===== src/rtl/design_mux_ctrl.sv =====
// Multi-design harness front end: conditions pad controls, sequences a reset on every design
// switch, fans io_in out and muxes the selected output back. Option: DESIGN_MUX_OUT_REG_EN.
module design_mux_ctrl #(
  parameter int unsigned NUM_DESIGNS = 64,
  parameter int unsigned IO_W        = 12,
  parameter int unsigned SEL_W       = 6,
  parameter int unsigned SEL_STABLE  = 4,
  parameter int unsigned RST_CYCLES  = 8
) (
  input  logic                        clock,
  input  logic                        resetb,
  input  logic [IO_W-1:0]             io_in,
  input  logic [SEL_W-1:0]            des_sel,
  input  logic                        hold_reset,
  input  logic                        sync_inputs,
  input  logic                        ext_reset,
  input  logic [NUM_DESIGNS*IO_W-1:0] des_io_out,
  output logic [IO_W-1:0]             des_io_in,
  output logic [NUM_DESIGNS-1:0]      des_reset,
  output logic [IO_W-1:0]             io_out,
  output logic [SEL_W-1:0]            active_sel,
  output logic                        sel_valid
);

  localparam int unsigned RstCntW  = $clog2(RST_CYCLES + 1);
  localparam int unsigned StabCntW = $clog2(SEL_STABLE + 1);
  localparam logic [RstCntW-1:0]  RstLast  = RstCntW'(RST_CYCLES - 1);
  localparam logic [StabCntW-1:0] StabLast = StabCntW'(SEL_STABLE - 1);
  localparam logic [SEL_W:0]      NumDes   = (SEL_W + 1)'(NUM_DESIGNS);

  typedef enum logic [1:0] {StInit, StRun, StSwitch} state_e;

  logic [SEL_W-1:0]    r_sel_s1, r_sel_s2;
  logic                r_hold_s1, r_hold_s2;
  logic                r_sync_s1, r_sync_s2;
  logic                r_ext_s1, r_ext_s2;
  logic [IO_W-1:0]     r_io_s1, r_io_s2;

  state_e              r_state, w_state_next;
  logic [RstCntW-1:0]  r_rst_cnt, w_rst_cnt_next;
  logic [StabCntW-1:0] r_stab_cnt, w_stab_cnt_next;
  logic [SEL_W-1:0]    r_active_sel, w_active_sel_next;

  logic                w_run;
  logic                w_sel_valid;
  logic [IO_W-1:0]     w_sel_out;
  logic [IO_W-1:0]     w_io_out;

  // io_in chain runs regardless of sync_inputs so switching the mux never exposes stale data
  always_ff @(posedge clock or negedge resetb) begin
    if (!resetb) begin
      r_sel_s1  <= '0;
      r_sel_s2  <= '0;
      r_hold_s1 <= 1'b0;
      r_hold_s2 <= 1'b0;
      r_sync_s1 <= 1'b0;
      r_sync_s2 <= 1'b0;
      r_ext_s1  <= 1'b0;
      r_ext_s2  <= 1'b0;
      r_io_s1   <= '0;
      r_io_s2   <= '0;
    end else begin
      r_sel_s1  <= des_sel;
      r_sel_s2  <= r_sel_s1;
      r_hold_s1 <= hold_reset;
      r_hold_s2 <= r_hold_s1;
      r_sync_s1 <= sync_inputs;
      r_sync_s2 <= r_sync_s1;
      r_ext_s1  <= ext_reset;
      r_ext_s2  <= r_ext_s1;
      r_io_s1   <= io_in;
      r_io_s2   <= r_io_s1;
    end
  end

  always_ff @(posedge clock or negedge resetb) begin
    if (!resetb) begin
      r_state      <= StInit;
      r_rst_cnt    <= '0;
      r_stab_cnt   <= '0;
      r_active_sel <= '0;
    end else begin
      r_state      <= w_state_next;
      r_rst_cnt    <= w_rst_cnt_next;
      r_stab_cnt   <= w_stab_cnt_next;
      r_active_sel <= w_active_sel_next;
    end
  end

  always_comb begin
    w_state_next      = r_state;
    w_rst_cnt_next    = r_rst_cnt;
    w_stab_cnt_next   = '0;
    w_active_sel_next = r_active_sel;
    case (r_state)
      StInit: begin
        w_active_sel_next = r_sel_s2;
        if (r_rst_cnt == RstLast) begin
          w_state_next   = StRun;
          w_rst_cnt_next = '0;
        end else begin
          w_rst_cnt_next = r_rst_cnt + 1'b1;
        end
      end
      StRun: begin
        if (r_sel_s2 != r_active_sel) begin
          if (r_stab_cnt == StabLast) begin
            w_state_next      = StSwitch;
            w_active_sel_next = r_sel_s2;
            w_rst_cnt_next    = '0;
          end else begin
            w_stab_cnt_next = r_stab_cnt + 1'b1;
          end
        end
      end
      StSwitch: begin
        if (r_rst_cnt == RstLast) begin
          w_state_next   = StRun;
          w_rst_cnt_next = '0;
        end else begin
          w_rst_cnt_next = r_rst_cnt + 1'b1;
        end
      end
      default: w_state_next = StInit;
    endcase
  end

  // An out-of-range active_sel matches no design, so every reset follows hold_reset
  always_comb begin
    w_run     = (r_state == StRun);
    w_sel_out = '0;
    des_reset = '1;
    for (int unsigned i = 0; i < NUM_DESIGNS; i++) begin
      if ({1'b0, r_active_sel} == (SEL_W + 1)'(i)) begin
        w_sel_out    = des_io_out[i*IO_W +: IO_W];
        des_reset[i] = !w_run || r_ext_s2;
      end else begin
        des_reset[i] = !w_run || r_hold_s2;
      end
    end
    w_sel_valid = w_run && ({1'b0, r_active_sel} < NumDes);
    w_io_out    = w_sel_valid ? w_sel_out : '0;
    des_io_in   = r_sync_s2 ? r_io_s2 : io_in;
    active_sel  = r_active_sel;
  end

`ifdef DESIGN_MUX_OUT_REG_EN
  logic [IO_W-1:0] r_io_out;
  logic            r_sel_valid;

  always_ff @(posedge clock or negedge resetb) begin
    if (!resetb) begin
      r_io_out    <= '0;
      r_sel_valid <= 1'b0;
    end else begin
      r_io_out    <= w_io_out;
      r_sel_valid <= w_sel_valid;
    end
  end

  assign io_out    = r_io_out;
  assign sel_valid = r_sel_valid;
`else
  assign io_out    = w_io_out;
  assign sel_valid = w_sel_valid;
`endif

endmodule

===== config.mk =====
export PLATFORM = sky130hd
export DESIGN_NAME = design_mux_ctrl
export DESIGN_NICKNAME = d
export VERILOG_FILES = /design/src/rtl/design_mux_ctrl.sv
export SDC_FILE = /design/constraint.sdc
export NUM_CORES = 1
export LEC_CHECK = 0
export BUFFER_PORTS_ARGS = -buffer_cell sky130_fd_sc_hd__buf_2
export CORE_AREA = 4 4 340 342
export DETAILED_ROUTE_END_ITERATION = 16
export DIE_AREA = 0 0 344 346
export SYNTH_ARGS = -nofsm -noshare
export SYNTH_HDL_FRONTEND = slang
export SYNTH_SLANG_ARGS = --single-unit

===== constraint.sdc =====
create_clock -name clock -period 3 [get_ports clock]
set_input_delay 0.15 -clock clock [delete_from_list [all_inputs] [get_ports clock]]
set_output_delay 0.15 -clock clock [all_outputs]
set_load 0.03 [all_outputs]

## Word level (Yosys, flattened, before mapping)

Cells that the tools add are included.

| storage, ports and cells | value |
|---|---|
| register bits after elaboration | 57 |
| output and inout bits | 95 |
| word-level logic and storage cells | 242 |

| operators by class | value |
|---|---|
| mux-type cells | 144 |
| eq/ne operators | 71 |
| reductions and logical operators | 11 |
| add/subtract/negate cells | 2 |

Operators by type and width:

| cell | number |
|---|---|
| $mux 12 | 66 |
| $eq 6x6->1 const B | 32 |
| $eq 6x5->1 const B | 16 |
| $mux 1 | 64 |
| $eq 6x4->1 const B | 8 |
| $eq 6x3->1 const B | 4 |
| $eq 6x2->1 const B | 2 |
| $mux 4 | 3 |
| $mux 6 | 2 |
| $pmux 6 s2 | 1 |
| $mux 3 | 3 |
| $reduce_and 3->1 | 3 |
| $pmux 4 s2 | 1 |
| $eq 6x1->1 const B | 1 |
| $logic_not 6->1 | 1 |
| $mux 2 | 3 |
| $ne 2x1->1 const B | 3 |
| $ne 6x6->1 | 1 |
| $add 4x1->4 const B | 1 |
| $eq 4x3->1 const B | 1 |
| $pmux 2 s2 | 1 |
| $reduce_bool 2->1 | 2 |
| $add 3x1->3 const B | 1 |
| $eq 3x2->1 const B | 1 |
| other kinds (6) | 7 |

## Depth between registers and ports, before layout

Gate-level depths: netlist of run 1.

| depth | value |
|---|---|
| word-level depth | 66 |
| depth in mapped cells | 12 |
| depth with buffers taken out | 8 |

## Worst setup path after synthesis of run 1

Ideal clock, no wire load.

| path | value |
|---|---|
| path kind | register to output |
| from | register r_active_sel[2] (netlist: active_sel[2]) |
| to | output port io_out[2] |
| cell stages (with the launch flop) | 12 |
| path buffers | 3 |
| arrival | 3.071 ns |
| path slack | -0.221 ns |
| cell sequence | dfrtp_1 -> buf_6 -> or4b_1 -> buf_4 -> nor2_2 -> buf_4 -> a32oi_1 -> nand2_1 -> nor3_1 -> nand4_1 -> a2111oi_0 -> o41ai_1 |

| on the way | value |
|---|---|
| cells in the longest elaborated chain, start to end | 66 |

RTL lines:

| element | RTL line | text |
|---|---|---|
| from (decl) | 42 | `logic [SEL_W-1:0] r_active_sel, w_active_sel_next;` |
| from (signal assigned) | 86 | `r_active_sel <= w_active_sel_next;` |
| $logic_not 6->1 | 134 | `if ({1'b0, r_active_sel} == (SEL_W + 1)'(i)) begin` |
| $mux 12 (63 in series) | 134 |  |
| $mux 12 * | 134 |  |
| $mux 12 * | 142 | `w_io_out = w_sel_valid ? w_sel_out : '0;` |
| to (decl) | 20 | `output logic [IO_W-1:0] io_out,` |

Every way passes the cells marked *; elsewhere a longest branch is shown, timed or not.

## Worst setup path after layout of run 1

| path | value |
|---|---|
| from | register r_active_sel[0] (netlist: active_sel[0]) |
| to | output port io_out[8] |

The elaborated chain is that of the path after synthesis.

==> run_results.csv, run 1 <==
group,metric,value,unit
status,outcome,"finished with violations",
status,violations,"negative setup slack",
pwr,switching_share,55.2,%
clock_tree,clkTransAtPathRegs,60,ps
worst_setup_path,worstSetupStartpointType,"flop",
die,die_y,346,um
pwr,vdd.ir_drop.worst,0.504,mV
pwr,p_clk_share,5.2,%
route,firstDrtPassIters,6,
yosys,synthFlopType,"dfrtp_1",
timing,timing.final.crit_period,3550,ps
pwr,p_leak,0.0107,uW
die,num_rows,123,
yosys,syn_area,10000,um2
worst_setup_path,cp_common_cell,"buf_8",
worst_setup_path,cp.required,2850,ps
final_layout,fillCellCount,12856,
timing,fin_ws,-548,ps
pwr,power_density,911,nW/um2
die,num_io_pins,886,
route,vias_per_cell,4.59,
global_route,grt_antenna_before_repair,117,
clock_tree,cts_inserted_buffers,9,
yosys,synth_edf_count,0,
global_route,grt_pass1_vias,20035,
yosys,ys_types,89,
final_layout,nets,3590,
route,num_vias,19950,
clock_tree,cts.sinks,57,
placed_design,dp_hpwl,139000,um
yosys,syn_avg_cell_area,7.04,um2
route,drtAntennaViolNets,0,
timing,holdWs,338,ps
yosys,yosysWarnings,0,
final_layout,mostFrequentLayoutCells,"buf_2 (871), buf_4 (429), a21oi_1 (152), nor2_1 (139), nand2_1 (116)",
die,initial_utilization,8.93,%
clock_tree,clk_latency,360,ps
worst_setup_path,crit_type,"flop to output port",
timing,skew,13.8,ps
timing,worst_pin_slew,882,ps
placed_design,io_buffers,885,
pwr,power,21800,uW
global_route,grt_overflow_total,0,
pwr,pwr-share-comb,90.0,%
worst_setup_path,max_stage_delay,490,ps
clock_tree,cts_tree,"built",
route,drcViolationCount,0,
timing,hold_viol,0,
timing,max_freq,282,MHz
worst_setup_path,cp-end-kind,"output port",
placed_design,dp_slack,-1150,ps
placed_design,place_congestion,0.997,
timing,fin_crit_sh,118,%
global_route,grt_pass1_wl,199000,um
yosys,synth_cells,1425,
clock_tree,htreeDepth,3,
pwr,switching_power,12000,uW
worst_setup_path,arrival,3400,ps
final_layout,layout-drive-gt1-share,65.1,%
timing,setup_violations,12,
min_path,hold_class,"flop to flop",
yosys,ys_ff_latch,57,
job,max_cap_violations,0,
yosys,async_flop_share,100,%
worst_setup_path,worstPathMaxFanout,7,
route,wl,157000,um
timing,max-slew-margin-rel,41.2,%
pwr,p_int,9750,uW
yosys,yosysSeqAreaShare,14.2,%
pwr,p_seq_share,4.7,%
global_route,grtUsageTotal,25.0,%
worst_setup_path,slowest_stage,"dfrtp_4",
final_layout,final_common_cell,"buf_2",
global_route,grt_max_degree,64,
timing,rsz0062_at_grt,"yes",
final_layout,final_area,23900,um2
route,wl_per_cell,36.1,um
die,dieArea,119000,um2
route,first_iter_violations,2002,
die,coreArea,112000,um2
clock_tree,cts_root_buf,"clkbuf_16",
final_layout,postLayoutCoreUtil,21.3,%
die,die_x,344,um
timing,drv_slew,0,
clock_tree,clk_path_buf_depth,2,
yosys,synthesis.nets,2218,
placed_design,place_area,20200,um2
final_layout,syn_to_final_growth,138,%
worst_setup_path,path_cells,"buf_8, buf_4, nor2b_4, buf_12, buf_16, a22oi_2, o32ai_2, nor4_4, a21oi_4, o21ai_4, nand4b_1, buf_6, a22o_4, buf_8",
-- what timing repair did --
action	in CTS	in global routing
gates cloned	1	0
hold buffers	22	0
buffers inserted	94	36
hold endpoints to repair	52	0
pin swaps	114	91
resized for setup	388	123
endpoints found under the setup margin	13	12
-- state kept, by name, indices dropped and copies added (netlist names) --
signal / count
r_io_s1: 12
r_io_s2: 12
active_sel: 6
r_sel_s1: 6
r_sel_s2: 6
r_rst_cnt: 4
r_stab_cnt: 3
r_state: 2
r_ext_s1: 1
r_ext_s2: 1
r_hold_s1: 1
r_hold_s2: 1
r_sync_s1: 1
r_sync_s2: 1
-- stage by stage --
step	cells	setup TNS (ps)
finish	4345	-5440
global route	4319	-6270
CTS	4275	-6000
detailed placement	4166	-9990
global placement	4166	-9920
floorplan	1425	0
-- metal layers --
layer	up-vias	track usage, %	wire length, um
li1	8394	-	-
met2	1349	41.1	72300
met3	305	5.60	12800
met4	36	7.07	5160
met1	9866	32.8	66500
met5	-	0	222
-- path summary, 6_finish.rpt --
kind,startpoint,endpoint,slack (ps),depth (start not counted)
worst max-delay path,active_sel[0],io_out[8],-550,14
worst min-delay path,r_io_s1[5],r_io_s2[5],340,0
worst max register to register,active_sel[0],active_sel[5],360,10
worst min register to register,r_io_s1[5],r_io_s2[5],340,0
max in group asynchronous,resetb,r_io_s1[2],1440,4
min in group asynchronous,resetb,r_hold_s1,440,2
-- power groups by stage --
stage	combinational, uW	clock, uW	sequential, uW
global route	20300	1220	1040
finish	19600	1140	1030
global placement	16200	0	1110
CTS	19000	1190	1040
floorplan	6410	0	1070
detailed placement	16100	0	1130
-- synthesized netlist by cell type, drive strengths merged, types with 12 or more instances --
library cell	n	share of area, %
a211oi	16	1.2
mux4	12	2.7
a31oi	24	1.5
a22o	15	1.3
o221ai	23	2.1
o22ai	30	1.9
o21ai	116	5.8
mux2	34	3.8
nand3	31	1.5
and3	12	0.75
buf	97	6.0
dfrtp	57	14
a32oi	13	1.1
clkbuf	40	1.5
a2111oi	13	1.3
nand2	135	5.2
nor3	29	1.4
mux2i	38	3.8
nor2b	12	0.75
nand4	13	0.81
a21oi	178	8.9
a221oi	31	2.8
a22oi	96	7.2
nor2	193	7.8
-- critical path: cells and delay by family, from the launching register on --
family          cells  cell delay, ps
simple gates        3             620
compound gates      5            1010
flops               1             490
buf+inv             6             890
-- layout make-up --
type / instances / area, um2 / area share (%)
multi-input combinational: 1222 / 9700 / 40.6
timing repair buffer: 1498 / 10400 / 43.6
antenna: 44 / 110 / 0.461
inverter: 9 / 36.3 / 0.152
clock inverter: 3 / 65.1 / 0.272
sequential: 57 / 1440 / 6.02
tap: 1500 / 1880 / 7.85
clock buffer: 12 / 246 / 1.03
-- cell families after synthesis --
group / count (synthesis) / synth area share (%)
and+or+nand+nor: 495 / 24.8
AOI/OAI and AO/OA: 634 / 42.0
adders and majority gates: 2 / 0.249
DFF: 57 / 14.2
muxes: 84 / 10.3
buffers and inverters: 146 / 7.81
xor gates and xnor gates: 7 / 0.611
Note: power is estimated with default switching activity, not from simulation.
==> run 2, diff against run 1 <==
--- a/config.mk
+++ b/config.mk
@@ -6,9 +6,10 @@
 export NUM_CORES = 1
 export LEC_CHECK = 0
 export BUFFER_PORTS_ARGS = -buffer_cell sky130_fd_sc_hd__buf_2
-export CORE_AREA = 4 4 340 342
+export CORE_AREA = 2 2 348 350
 export DETAILED_ROUTE_END_ITERATION = 16
-export DIE_AREA = 0 0 344 346
+export DIE_AREA = 0 0 350 352
+export GPL_TIMING_DRIVEN = 0
 export SYNTH_ARGS = -nofsm -noshare
 export SYNTH_HDL_FRONTEND = slang
 export SYNTH_SLANG_ARGS = --single-unit
==> constraint.sdc (replaced) <==
create_clock -name clock -period 3 [get_ports clock]
set_input_delay 0.3 -clock clock [delete_from_list [all_inputs] [get_ports clock]]
set_output_delay 0.3 -clock clock [all_outputs]
set_load 0.03 [all_outputs]
==> run_results.csv, run 2 (synthesis results as in run 1) <==
group,metric,value,unit
status,outcome,"finished with violations",
status,violations,"negative setup slack",
final_layout,regArea,1430,um2
timing,max_freq,244,MHz
final_layout,top_regs,"r_io_s1 (12), r_io_s2 (12)",
final_layout,multiInputGateArea,9500,um2
placed_design,dp_hpwl,152000,um
min_path,hold_class,"input pin to asynchronous set/reset pin",
route,vias_per_cell,4.77,
clock_tree,cts_root_buf,"clkbuf_16",
die,num_io_pins,886,
pwr,power_density,1090,nW/um2
global_route,grt.busiest_layer,"met2",
final_layout,fillCellCount,13651,
die,die_x,350,um
pwr,pwr-share-comb,90.6,%
pwr,p_clk_share,5.0,%
final_layout,nets,3306,
worst_setup_path,arrival,3800,ps
worst_setup_path,crit_type,"flop to output port",
clock_tree,cts.sinks,57,
route,drcViolationCount,0,
global_route,use_met3,11.2,%
clock_tree,cts_inserted_buffers,9,
route,num_vias,19952,
worst_setup_path,worstSetupStartpointType,"flop",
worst_setup_path,worstPathMaxFanout,8,
die,dieArea,123000,um2
global_route,grt_overflow_total,0,
job,max_cap_violations,0,
worst_setup_path,cp-end-kind,"output port",
global_route,grtUsageMet2,46.8,%
worst_setup_path,cp.required,2700,ps
die,coreArea,119000,um2
global_route,grt_antenna_before_repair,182,
final_layout,final_common_cell,"buf_2",
timing,worst_pin_slew,891,ps
die,num_rows,127,
timing,timing.setup.tns,-11030,ps
final_layout,postLayoutCoreUtil,18.2,%
global_route,grtUsageTotal,28.6,%
die,initial_utilization,8.41,%
clock_tree,clk_path_buf_depth,2,
final_layout,mostFrequentLayoutCells,"buf_2 (879), buf_4 (169), a21oi_1 (157), nor2_1 (137), nand2_1 (110)",
final_layout,syn_to_final_growth,116,%
clock_tree,clkTransAtPathRegs,60,ps
placed_design,io_buffers,885,
timing,setup_violations,13,
route,first_iter_violations,2457,
pwr,vdd.ir_drop.worst,0.420,mV
final_layout,layout-drive-gt1-share,60.9,%
clock_tree,cts_tree,"built",
timing,drv_slew,0,
pwr,p_int,8870,uW
timing,skew,9.46,ps
clock_tree,clk_latency,350,ps
die,die_y,352,um
route,drtAntennaViolNets,0,
timing,rsz0062_at_grt,"yes",
route,wl,185000,um
timing,timing.final.crit_period,4100,ps
global_route,grt_max_degree,58,
placed_design,placed_cells,3929,
route,firstDrtPassIters,7,
route,wl_per_cell,44.2,um
pwr,power,23600,uW
timing,fin_crit_sh,137,%
clock_tree,cts_hold_buf,0,
global_route,grt_pass1_vias,18649,
final_layout,instances_no_fill,4182,
pwr,p_leak,0.00936,uW
pwr,switching_power,14800,uW
timing,fin_ws,-1100,ps
placed_design,place_congestion,0.877,
pwr,switching_share,62.5,%
clock_tree,htreeDepth,3,
timing,hold_viol,0,
global_route,grt_pass1_wl,223000,um
timing,max-slew-margin-rel,40.0,%
global_route,use_met1,34.2,%
pwr,p_seq_share,4.4,%
## run 2: power by group through the flow
stage	combinational, uW	clock [uW]	sequential (uW)
after floorplan	6420	0	1070
after global placement	15700	0	1020
after detailed placement	16000	0	1030
after CTS	19500	1220	1030
after global routing	21700	1240	1060
final	21400	1180	1040
## run 2: critical path, stage by stage, from the launching register on
cell and delay [ps]:
dfrtp_2 450, buf_12 160, buf_16 150, buf_16 160, buf_16 160, mux4_2 380, a221oi_4 330, nand3_2 220
nor4_4 560, a21oi_4 200, o21ai_4 230, o211ai_1 160, buf_4 210
## run 2: final timing paths
kind	end	cells past startpoint	slack [ps]	startpoint
max	io_out[7]	12	-1100	active_sel[1]
min in group clock	r_sel_s1[5]	1	50	des_sel[5]
min reg2reg	r_sel_s2[2]	0	340	r_sel_s1[2]
max reg2reg	active_sel[5]	10	300	active_sel[1]
max in group asynchronous	active_sel[5]	1	2350	resetb
min	r_ext_s1	1	20	resetb
## run 2: metrics by stage
step / hold WS, ps / area (um2) / setup WS [ps]
2_1_floorplan: 4.41 / 10000 / 17.5
4_1_cts: 27.3 / 20000 / -1120
3_3_place_gp: 334 / 16500 / -5220
3_5_place_dp: 335 / 16600 / -3950
5_1_grt: 39.8 / 21600 / -1170
6_report: 16.8 / 21700 / -1100
## run 2: area by class of cell
cell class | count | share of cell area [%]
multi-input combinational | 1222 | 43.8
buffer | 128 | 8.36
inverter | 9 | 0.317
tap | 1612 | 9.30
clock inverter | 6 | 0.416
antenna | 52 | 0.600
timing repair buffer | 1086 | 29.5
sequential | 57 | 6.61
clock buffer | 10 | 1.10
## run 2: per-layer routing
metal  vias to the layer above  wire length [um]
li1                       7868                 -
met1                      9751             70100
met2                      1703             83800
met3                       502             22300
met4                       128              7940
met5                         -               798
## run 2: what timing repair did
| action | 4_1_cts | 5_1_grt |
|---|---|---|
| pin swaps | 67 | 86 |
| endpoints found under the hold margin | 0 | 0 |
| gates cloned | 2 | 2 |
| endpoints found under the setup margin | 92 | 30 |
| resized for setup | 540 | 181 |
| buffers inserted | 110 | 82 |
